==> src/rtl/matrix_loader.sv <==
// matrix_loader
//   Receives a 4-word dimension header (r1, c1, r2, c2) followed by the
//   row-major elements of matrix A (r1 x c1) and then matrix B (r2 x c2).
//   Both matrices are stored in on-chip buffers and exposed through a
//   registered random-access read port once the load is complete.
//
// Ports
//   CLK, RST            clock, synchronous active-high reset
//   in_valid/in_ready   input word handshake
//   in_hdr, in_data     word kind (1 = header) and payload
//   r1, c1, r2, c2      latched dimensions of A and B
//   load_done, err      load complete / protocol or dimension error
//   release_req         one-cycle pulse returning DONE or ERR to IDLE
//                       ("release" itself is a reserved word)
//   rd_en, rd_sel       read request, 0 = A, 1 = B
//   rd_row, rd_col      element index
//   rd_valid, rd_data   read response, one cycle after rd_en
module matrix_loader #(
  parameter int DATA_W  = 32,
  parameter int MAX_DIM = 4,
  parameter int DIM_W   = 4
) (
  input  logic              CLK,
  input  logic              RST,
  input  logic              in_valid,
  output logic              in_ready,
  input  logic              in_hdr,
  input  logic [DATA_W-1:0] in_data,
  output logic [DIM_W-1:0]  r1,
  output logic [DIM_W-1:0]  c1,
  output logic [DIM_W-1:0]  r2,
  output logic [DIM_W-1:0]  c2,
  output logic              load_done,
  output logic              err,
  input  logic              release_req,
  input  logic              rd_en,
  input  logic              rd_sel,
  input  logic [DIM_W-1:0]  rd_row,
  input  logic [DIM_W-1:0]  rd_col,
  output logic              rd_valid,
  output logic [DATA_W-1:0] rd_data
);

  localparam int IDX_W = (MAX_DIM > 1) ? $clog2(MAX_DIM) : 1;

  typedef enum logic [2:0] {
    S_IDLE, S_HDR, S_LOAD_A, S_LOAD_B, S_DONE, S_ERR
  } state_t;

  state_t             state;
  logic [1:0]         hdr_cnt;
  logic [DIM_W-1:0]   row;
  logic [DIM_W-1:0]   col;

  logic [DATA_W-1:0]  mem_a [MAX_DIM][MAX_DIM];
  logic [DATA_W-1:0]  mem_b [MAX_DIM][MAX_DIM];

  logic               accept;
  logic [DIM_W-1:0]   hdr_dim;
  logic               hdr_valid;
  logic               fault;
  logic [DIM_W-1:0]   sel_rows;
  logic [DIM_W-1:0]   sel_cols;
  logic               rd_in_range;
  logic [DATA_W-1:0]  rd_word;

  function automatic logic dim_ok(input logic [DIM_W-1:0] d);
    return (d != '0) && (d <= DIM_W'(MAX_DIM));
  endfunction

  assign accept  = in_valid && in_ready;
  assign hdr_dim = in_data[DIM_W-1:0];

  // c2 is still on the input bus when the header is validated.
  assign hdr_valid = dim_ok(r1) && dim_ok(c1) && dim_ok(r2) && dim_ok(hdr_dim)
                     && (c1 == r2);

  // An accepted word that breaks the header/element ordering, or a header
  // that fails validation, sends the loader to ERR.
  always_comb begin
    // NOTE: default first so every path assigns fault and no latch is inferred.
    fault = 1'b0;
    if (accept) begin
      case (state)
        S_IDLE:             fault = !in_hdr;
        S_HDR:              fault = !in_hdr || ((hdr_cnt == 2'd3) && !hdr_valid);
        S_LOAD_A, S_LOAD_B: fault = in_hdr;
        default:            fault = 1'b0;
      endcase
    end
  end

  // The range check masks any index beyond the selected matrix, so the
  // truncated buffer index below never exposes an unwritten cell.
  assign sel_rows    = rd_sel ? r2 : r1;
  assign sel_cols    = rd_sel ? c2 : c1;
  assign rd_in_range = (rd_row < sel_rows) && (rd_col < sel_cols);
  assign rd_word     = rd_sel ? mem_b[rd_row[IDX_W-1:0]][rd_col[IDX_W-1:0]]
                              : mem_a[rd_row[IDX_W-1:0]][rd_col[IDX_W-1:0]];

  // NOTE: buffer contents are deliberately not reset; the range check keeps
  // stale cells unreadable, and leaving reset off lets them map to RAM.
  always_ff @(posedge CLK) begin
    if (accept && !in_hdr && state == S_LOAD_A)
      mem_a[row[IDX_W-1:0]][col[IDX_W-1:0]] <= in_data;
    if (accept && !in_hdr && state == S_LOAD_B)
      mem_b[row[IDX_W-1:0]][col[IDX_W-1:0]] <= in_data;
  end

  always_ff @(posedge CLK) begin
    if (RST) begin
      // NOTE: state is assigned with <= so every register samples pre-edge values.
      state     <= S_IDLE;
      in_ready  <= 1'b1;
      load_done <= 1'b0;
      err       <= 1'b0;
      r1        <= '0;
      c1        <= '0;
      r2        <= '0;
      c2        <= '0;
      hdr_cnt   <= '0;
      row       <= '0;
      col       <= '0;
      rd_valid  <= 1'b0;
      rd_data   <= '0;
    end else begin
      // Read port: serviced only in DONE; rd_data otherwise holds unless a
      // read is requested outside DONE, which returns zero.
      rd_valid <= (state == S_DONE) && rd_en;
      if (rd_en)
        rd_data <= ((state == S_DONE) && rd_in_range) ? rd_word : '0;

      case (state)
        S_IDLE: begin
          if (accept && in_hdr) begin
            r1      <= hdr_dim;
            hdr_cnt <= 2'd1;
            state   <= S_HDR;
          end
        end
        S_HDR: begin
          if (accept && in_hdr) begin
            case (hdr_cnt)
              2'd1: begin c1 <= hdr_dim; hdr_cnt <= 2'd2; end
              2'd2: begin r2 <= hdr_dim; hdr_cnt <= 2'd3; end
              default: begin
                c2      <= hdr_dim;
                hdr_cnt <= '0;
                row     <= '0;
                col     <= '0;
                state   <= S_LOAD_A;
              end
            endcase
          end
        end
        S_LOAD_A: begin
          if (accept && !in_hdr) begin
            if (col == c1 - DIM_W'(1)) begin
              col <= '0;
              if (row == r1 - DIM_W'(1)) begin
                row   <= '0;
                state <= S_LOAD_B;
              end else begin
                row <= row + DIM_W'(1);
              end
            end else begin
              col <= col + DIM_W'(1);
            end
          end
        end
        S_LOAD_B: begin
          if (accept && !in_hdr) begin
            if (col == c2 - DIM_W'(1)) begin
              col <= '0;
              if (row == r2 - DIM_W'(1)) begin
                row       <= '0;
                state     <= S_DONE;
                load_done <= 1'b1;
                in_ready  <= 1'b0;
              end else begin
                row <= row + DIM_W'(1);
              end
            end else begin
              col <= col + DIM_W'(1);
            end
          end
        end
        S_DONE: begin
          if (release_req) begin
            state     <= S_IDLE;
            load_done <= 1'b0;
            in_ready  <= 1'b1;
            r1        <= '0;
            c1        <= '0;
            r2        <= '0;
            c2        <= '0;
          end
        end
        S_ERR: begin
          if (release_req) begin
            state    <= S_IDLE;
            err      <= 1'b0;
            in_ready <= 1'b1;
          end
        end
        default: begin
          state    <= S_IDLE;
          in_ready <= 1'b1;
        end
      endcase

      // Overrides any transition above; latched dimensions are kept.
      if (fault) begin
        state    <= S_ERR;
        err      <= 1'b1;
        in_ready <= 1'b0;
        hdr_cnt  <= '0;
        row      <= '0;
        col      <= '0;
      end
    end
  end

endmodule
==> config.mk <==
export PLATFORM = sky130hd
export DESIGN_NAME = matrix_loader
export DESIGN_NICKNAME = d
export VERILOG_FILES = /design/src/rtl/matrix_loader.sv
export SDC_FILE = /design/constraint.sdc
export NUM_CORES = 1
export LEC_CHECK = 0
export CORE_MARGIN = 2
export CORE_UTILIZATION = 66
export CTS_CLUSTER_SIZE = 8
export DETAILED_ROUTE_END_ITERATION = 10
export PLACE_DENSITY = 0.84
export SETUP_SLACK_MARGIN = 0.1
export SYNTH_ARGS = -nofsm -noshare
export SYNTH_HDL_FRONTEND = slang
export SYNTH_SLANG_ARGS = --single-unit
==> constraint.sdc <==
create_clock -name CLK -period 5.44 [get_ports CLK]
set_input_delay 0.544 -clock CLK [delete_from_list [all_inputs] [get_ports CLK]]
set_output_delay 0.544 -clock CLK [all_outputs]
set_load 0.01 [all_outputs]
==> impl_metrics.json, run 1 <==
{
  "totalWireLength_um": 108000,
  "ir_drop_uv": 395,
  "via_count": 21800,
  "cp_slowest_cell": "and3_2",
  "final_area_um2": 48400,
  "grt_pass1_wl_um": 158000,
  "track_usage_pct": 34.0,
  "postSynthCellCount": 1894,
  "setup_violations": 0,
  "async_flop_share_pct": 0,
  "crit_buf_inv": 0,
  "netlist_area_um2": 42200,
  "synth_fp_nets": 1962,
  "place.gp.congestion": 0.868,
  "viasPerCell": 7.25,
  "crit_path_max_fanout": 32,
  "grt_pass1_vias": 22700,
  "clkTransAtPathRegs_ns": 0.05,
  "ant_nets": 0,
  "clock_sinks": 1089,
  "synth-edff-count": 1024,
  "max_freq_mhz": 277,
  "cts_inserted_buffers": 154,
  "layout_common_cells": "1,024 x edfxtp_1, 320 x mux4_2, 158 x clkbuf_16",
  "grt_max_degree": 106,
  "drt_iter0_drc": 3357,
  "finalMaxSlewViolations": 0,
  "cp_cell_sequence": "or3b_1 -> nor3_2 -> and3_2",
  "place_hpwl_um": 51300,
  "total_leakage_power_uw": 0.0153,
  "synth_flop_cell": "edfxtp_1",
  "cts-root-buf": "clkbuf_16",
  "arrival_ns": 3.94,
  "hold_violations": 0,
  "die_h_um": 257,
  "port_buffers": 98,
  "layout.cells.non_filler": 3011,
  "cp_top_family": "simple AND/OR/NAND/NOR gates",
  "pre_cts_slack_ns": 1.94,
  "cpPeakStageDelay_ns": 1.18,
  "setup_ws_ns": 1.83,
  "postSynthAreaPerCell_um2": 22.3,
  "critPathLaunchType": "flop",
  "crit_required_ns": 5.78,
  "gr-total-overflow": 0,
  "io_pins": 99,
  "min_path_type": "reg2reg",
  "synthDistinctLibCells": 50,
  "tightest_slew_ns": 1.42,
  "htreeDepth": 4,
  "yosysWarnings": 0,
  "post-route-util_pct": 76.7,
  "cts_hold_buf": 0,
  "initial_core_util_pct": 66.8,
  "cts_tree": "built",
  "tns_ns": 0,
  "place_area_um2": 44000,
  "drive_gt1_share_pct": 25.5,
  "antenna_found_initial": 3,
  "syn2layout_area_growth_pct": 14.7,
  "layout.cells.most_common": "edfxtp_1",
  "period_needed_ns": 3.61,
  "end_kind": "flop",
  "drc": 0,
  "chipWidth_um": 257,
  "yosysSeqAreaShare_pct": 76.0,
  "synth-seq-cells": 1089,
  "core-area_um2": 63100,
  "n_fill_cell": 3041,
  "critPathKind": "reg2reg",
  "cts_repair_resize_count": 0,
  "rsz0062_at_grt": "no",
  "dieArea_um2": 65900,
  "drv_cap": 0,
  "relSlewSlack_pct": 5.04,
  "p_per_area_nw_per_um2": 391,
  "cts_buffer_depth": 3,
  "drtPass1Iterations": 6,
  "post_cts_buffers": 0,
  "dp.cells": 2762,
  "num-nets-final": 2140,
  "timing.final.crit_share_pct": 66.3,
  "clock_latency_ns": 0.74,
  "finClkSkew_ns": 0.0242,
  "status": "finished clean",
  "routedWlPerCell_um": 36.0,
  "row_count": 92
}
final cells by class:
class | count | area [um2] | share of cell area (%)
Sequential cell | 1089 | 32100 | 66.3
Multi-Input combinational cell | 694 | 9640 | 19.9
Clock buffer | 238 | 4250 | 8.80
Timing Repair Buffer | 117 | 1190 | 2.45
Tap cell | 846 | 1060 | 2.19
Clock inverter | 9 | 97.6 | 0.202
Inverter | 16 | 60.1 | 0.124
Antenna cell | 2 | 5.00 | 0.0104
tightest hold or removal path, delay by kind of cell, from the launching register on:
family	cells	cell delay, ns
flops	1	0.30
compound gates	1	0.05
simple gates	1	0.05
synthesized netlist by cell type, types with 7 or more instances:
cell type	n	area share (%)
and3_1	35	0.52
nor3_1	9	0.11
ha_1	21	0.62
o21ai_1	32	0.38
nor2b_1	39	0.58
buf_2	24	0.28
xor2_1	17	0.35
clkbuf_1	47	0.42
mux4_2	320	17
xnor2_1	10	0.21
edfxtp_1	1024	73
dfxtp_1	65	3.1
buf_6	11	0.29
o21ai_0	7	0.083
buf_1	13	0.12
nor2_1	27	0.24
mux2i_1	20	0.47
nand2_1	48	0.43
a21oi_1	48	0.57
inv_1	16	0.14
through the flow:
step | hold slack, ns | total power (uW)
after CTS | 0.456 | 18900
after floorplan | 0.472 | 9900
after global placement | 0.444 | 10200
final | 0.451 | 18900
after global routing | 0.466 | 19300
after detailed placement | 0.449 | 10200
cell families after synthesis:
group | Yosys count | share of synthesized area (%)
adders and majority gates | 21 | 0.623
AOI/OAI and AO/OA | 115 | 1.58
buffers and inverters | 111 | 1.26
and+or+nand+nor | 191 | 2.40
DFF | 1089 | 76.0
xor gates and xnor gates | 27 | 0.561
muxes | 340 | 17.6
final timing paths:
| kind | from | endpoint | slack [ns] | depth (start not counted) |
|---|---|---|---|---|
| worst max-delay path | state[1] | mem_a[2][120] | 1.83 | 3 |
| worst min-delay path | rd_data[28] | rd_data[28] | 0.45 | 2 |
| worst max register to register | state[1] | mem_a[2][120] | 1.83 | 3 |
| worst min register to register | rd_data[28] | rd_data[28] | 0.45 | 2 |
power by group:
| group | switching, uW | leakage [uW] | internal [uW] |
|---|---|---|---|
| registers | 34.3 | 0.00973 | 9200 |
| clock network | 3480 | 0.00209 | 5310 |
| logic | 524 | 0.00351 | 375 |
sequential cells by signal, summed over array words and instances, names as in the netlist:
name,flops
c1,4
c2,4
col,4
err,1
hdr_cnt,2
in_ready,1
load_done,1
mem_a,512
mem_b,512
r1,4
r2,4
rd_data,32
rd_valid,1
row,4
state,3
metal layers:
metal,GRT usage [%],part of all wire (%),wire (um),vias up
met4,13.7,3.9,4240,0
met3,8.63,12,12900,321
met2,54.9,51,54700,1823
met5,0,0,0,-
met1,45.4,34,36400,11300
li1,-,-,-,8329
Power figures use the tool's default switching activity.
==> run 2: changes to the inputs <==
Settings changed: CORE_UTILIZATION 66 to 61, PLACE_DENSITY 0.84 to 0.79.
Clock period 5.44 ns to 3.7 ns, I/O delays scaled along.
==> impl_metrics.json, run 2 (same netlist as run 1, synthesis figures left out) <==
{
  "status": "finished clean",
  "hold-path-cell-count": 2,
  "critPathKind": "reg2reg",
  "setup_ws_ns": 0.761,
  "track_usage_pct": 32.8,
  "timing.rr.start": "state[1]",
  "clkTransAtPathRegs_ns": 0.05,
  "p_total_uw": 27900,
  "io_pins": 99,
  "num-nets-final": 2198,
  "cp_slowest_cell": "and3_2",
  "chipWidth_um": 267,
  "viasPerCell": 7.02,
  "routedWlPerCell_um": 36.0,
  "hold_violations": 0,
  "setup_violations": 0,
  "rr_worst_depth": 5,
  "post-route-util_pct": 72.0,
  "grt_max_degree": 68,
  "min_path_type": "in2reg",
  "dieArea_um2": 71200,
  "rsz0062_at_grt": "no",
  "antenna_found_initial": 5,
  "arrival_ns": 3.36,
  "row_count": 96,
  "relSlewSlack_pct": 21.2,
  "core-area_um2": 68500,
  "cts_tree": "built",
  "port_buffers": 98,
  "drtPass1Iterations": 6,
  "grt_pass1_wl_um": 163000,
  "cp_top_family": "simple AND/OR/NAND/NOR gates",
  "total_leakage_power_uw": 0.0158,
  "totalWireLength_um": 113000,
  "die_h_um": 267,
  "crit_required_ns": 4.12,
  "place_hpwl_um": 54100,
  "finClkSkew_ns": 0.0193,
  "crit_path_max_fanout": 19,
  "cts_buffer_depth": 3,
  "cpPeakStageDelay_ns": 0.73,
  "n_fill_cell": 3540,
  "drive_gt1_share_pct": 27.3,
  "cts_hold_buf": 0,
  "post_cts_buffers": 0,
  "final_area_um2": 49300,
  "cts-root-buf": "clkbuf_16",
  "initial_core_util_pct": 61.6,
  "crit_buf_inv": 2,
  "place.gp.congestion": 0.848,
  "finalMaxSlewViolations": 0,
  "cp_num_cells": 5,
  "rrSetupSlack_ns": 0.76,
  "via_count": 21900,
  "syn2layout_area_growth_pct": 16.9,
  "ir_drop_uv": 496,
  "clock_latency_ns": 0.74,
  "pre_cts_slack_ns": 0.843,
  "end_kind": "flop",
  "tightest_slew_ns": 1.18,
  "timing.final.crit_share_pct": 79.4,
  "grt_pass1_vias": 23100,
  "place_area_um2": 44800,
  "cts_repair_resize_count": 0,
  "timing.critical_path.to": "mem_a[2][85]",
  "clock_sinks": 1089,
  "period_needed_ns": 2.94,
  "gr-total-overflow": 0,
  "cts_inserted_buffers": 154,
  "cp_cell_sequence": "or3b_1 -> nor3_1 -> buf_4 -> and3_2 -> buf_12",
  "critPathLaunchType": "flop",
  "tns_ns": 0,
  "r2r_end": "mem_a[2][85]",
  "layout.cells.most_common": "edfxtp_1",
  "drv_cap": 0,
  "ant_nets": 0,
  "p_per_area_nw_per_um2": 566,
  "startpoint": "state[1]",
  "layout_common_cells": "1,024 x edfxtp_1, 320 x mux4_2, 156 x clkbuf_16",
  "drc": 0,
  "drt_iter0_drc": 3207,
  "htreeDepth": 4,
  "max_freq_mhz": 340
}
[run 2: per-layer routing]
metal  up-vias  share of wire [%]  global-route usage [%]
met1     11400                 34                    43.4
met3       299                 12                    8.91
met5         -              0.023                       0
li1       8486                  -                       -
met4         4                3.7                    12.6
met2      1746                 50                    52.7
[run 2: cell type report]
cell class / count / area (um2) / share of cell area, %
timing repair buffer: 175 / 1980 / 4.02
multi-input combinational: 694 / 9640 / 19.5
antenna: 4 / 10.0 / 0.0203
clock buffer: 254 / 4270 / 8.66
clock inverter: 14 / 194 / 0.393
inverter: 16 / 60.1 / 0.122
sequential: 1089 / 32100 / 65.0
tap: 882 / 1100 / 2.24
[run 2: per-stage QoR]
| stage | hold slack (ns) | std cells |
|---|---|---|
| 2_1_floorplan | 0.467 | 1894 |
| 3_3_place_gp | 0.444 | 2856 |
| 3_5_place_dp | 0.442 | 2856 |
| 4_1_cts | 0.312 | 3124 |
| 5_1_grt | 0.376 | 3125 |
| 6_report | 0.373 | 3128 |
[run 2: where the power goes]
| group | internal, uW | switching [uW] | total [uW] |
|---|---|---|---|
| Sequential | 13500 | 47.0 | 13600 |
| Clock | 7850 | 5220 | 13100 |
| Combinational | 564 | 687 | 1250 |
[run 2: how the worst min path moves through the flow]
stage	from	endpoint	slack, ns
after floorplan	release_req	load_done	0.47
after global placement	rd_data[12]	rd_data[12]	0.44
after detailed placement	rd_data[7]	rd_data[7]	0.44
after CTS	rd_row[0]	rd_data[15]	0.31
after global routing	rd_row[0]	rd_data[20]	0.38
final	release_req	load_done	0.37
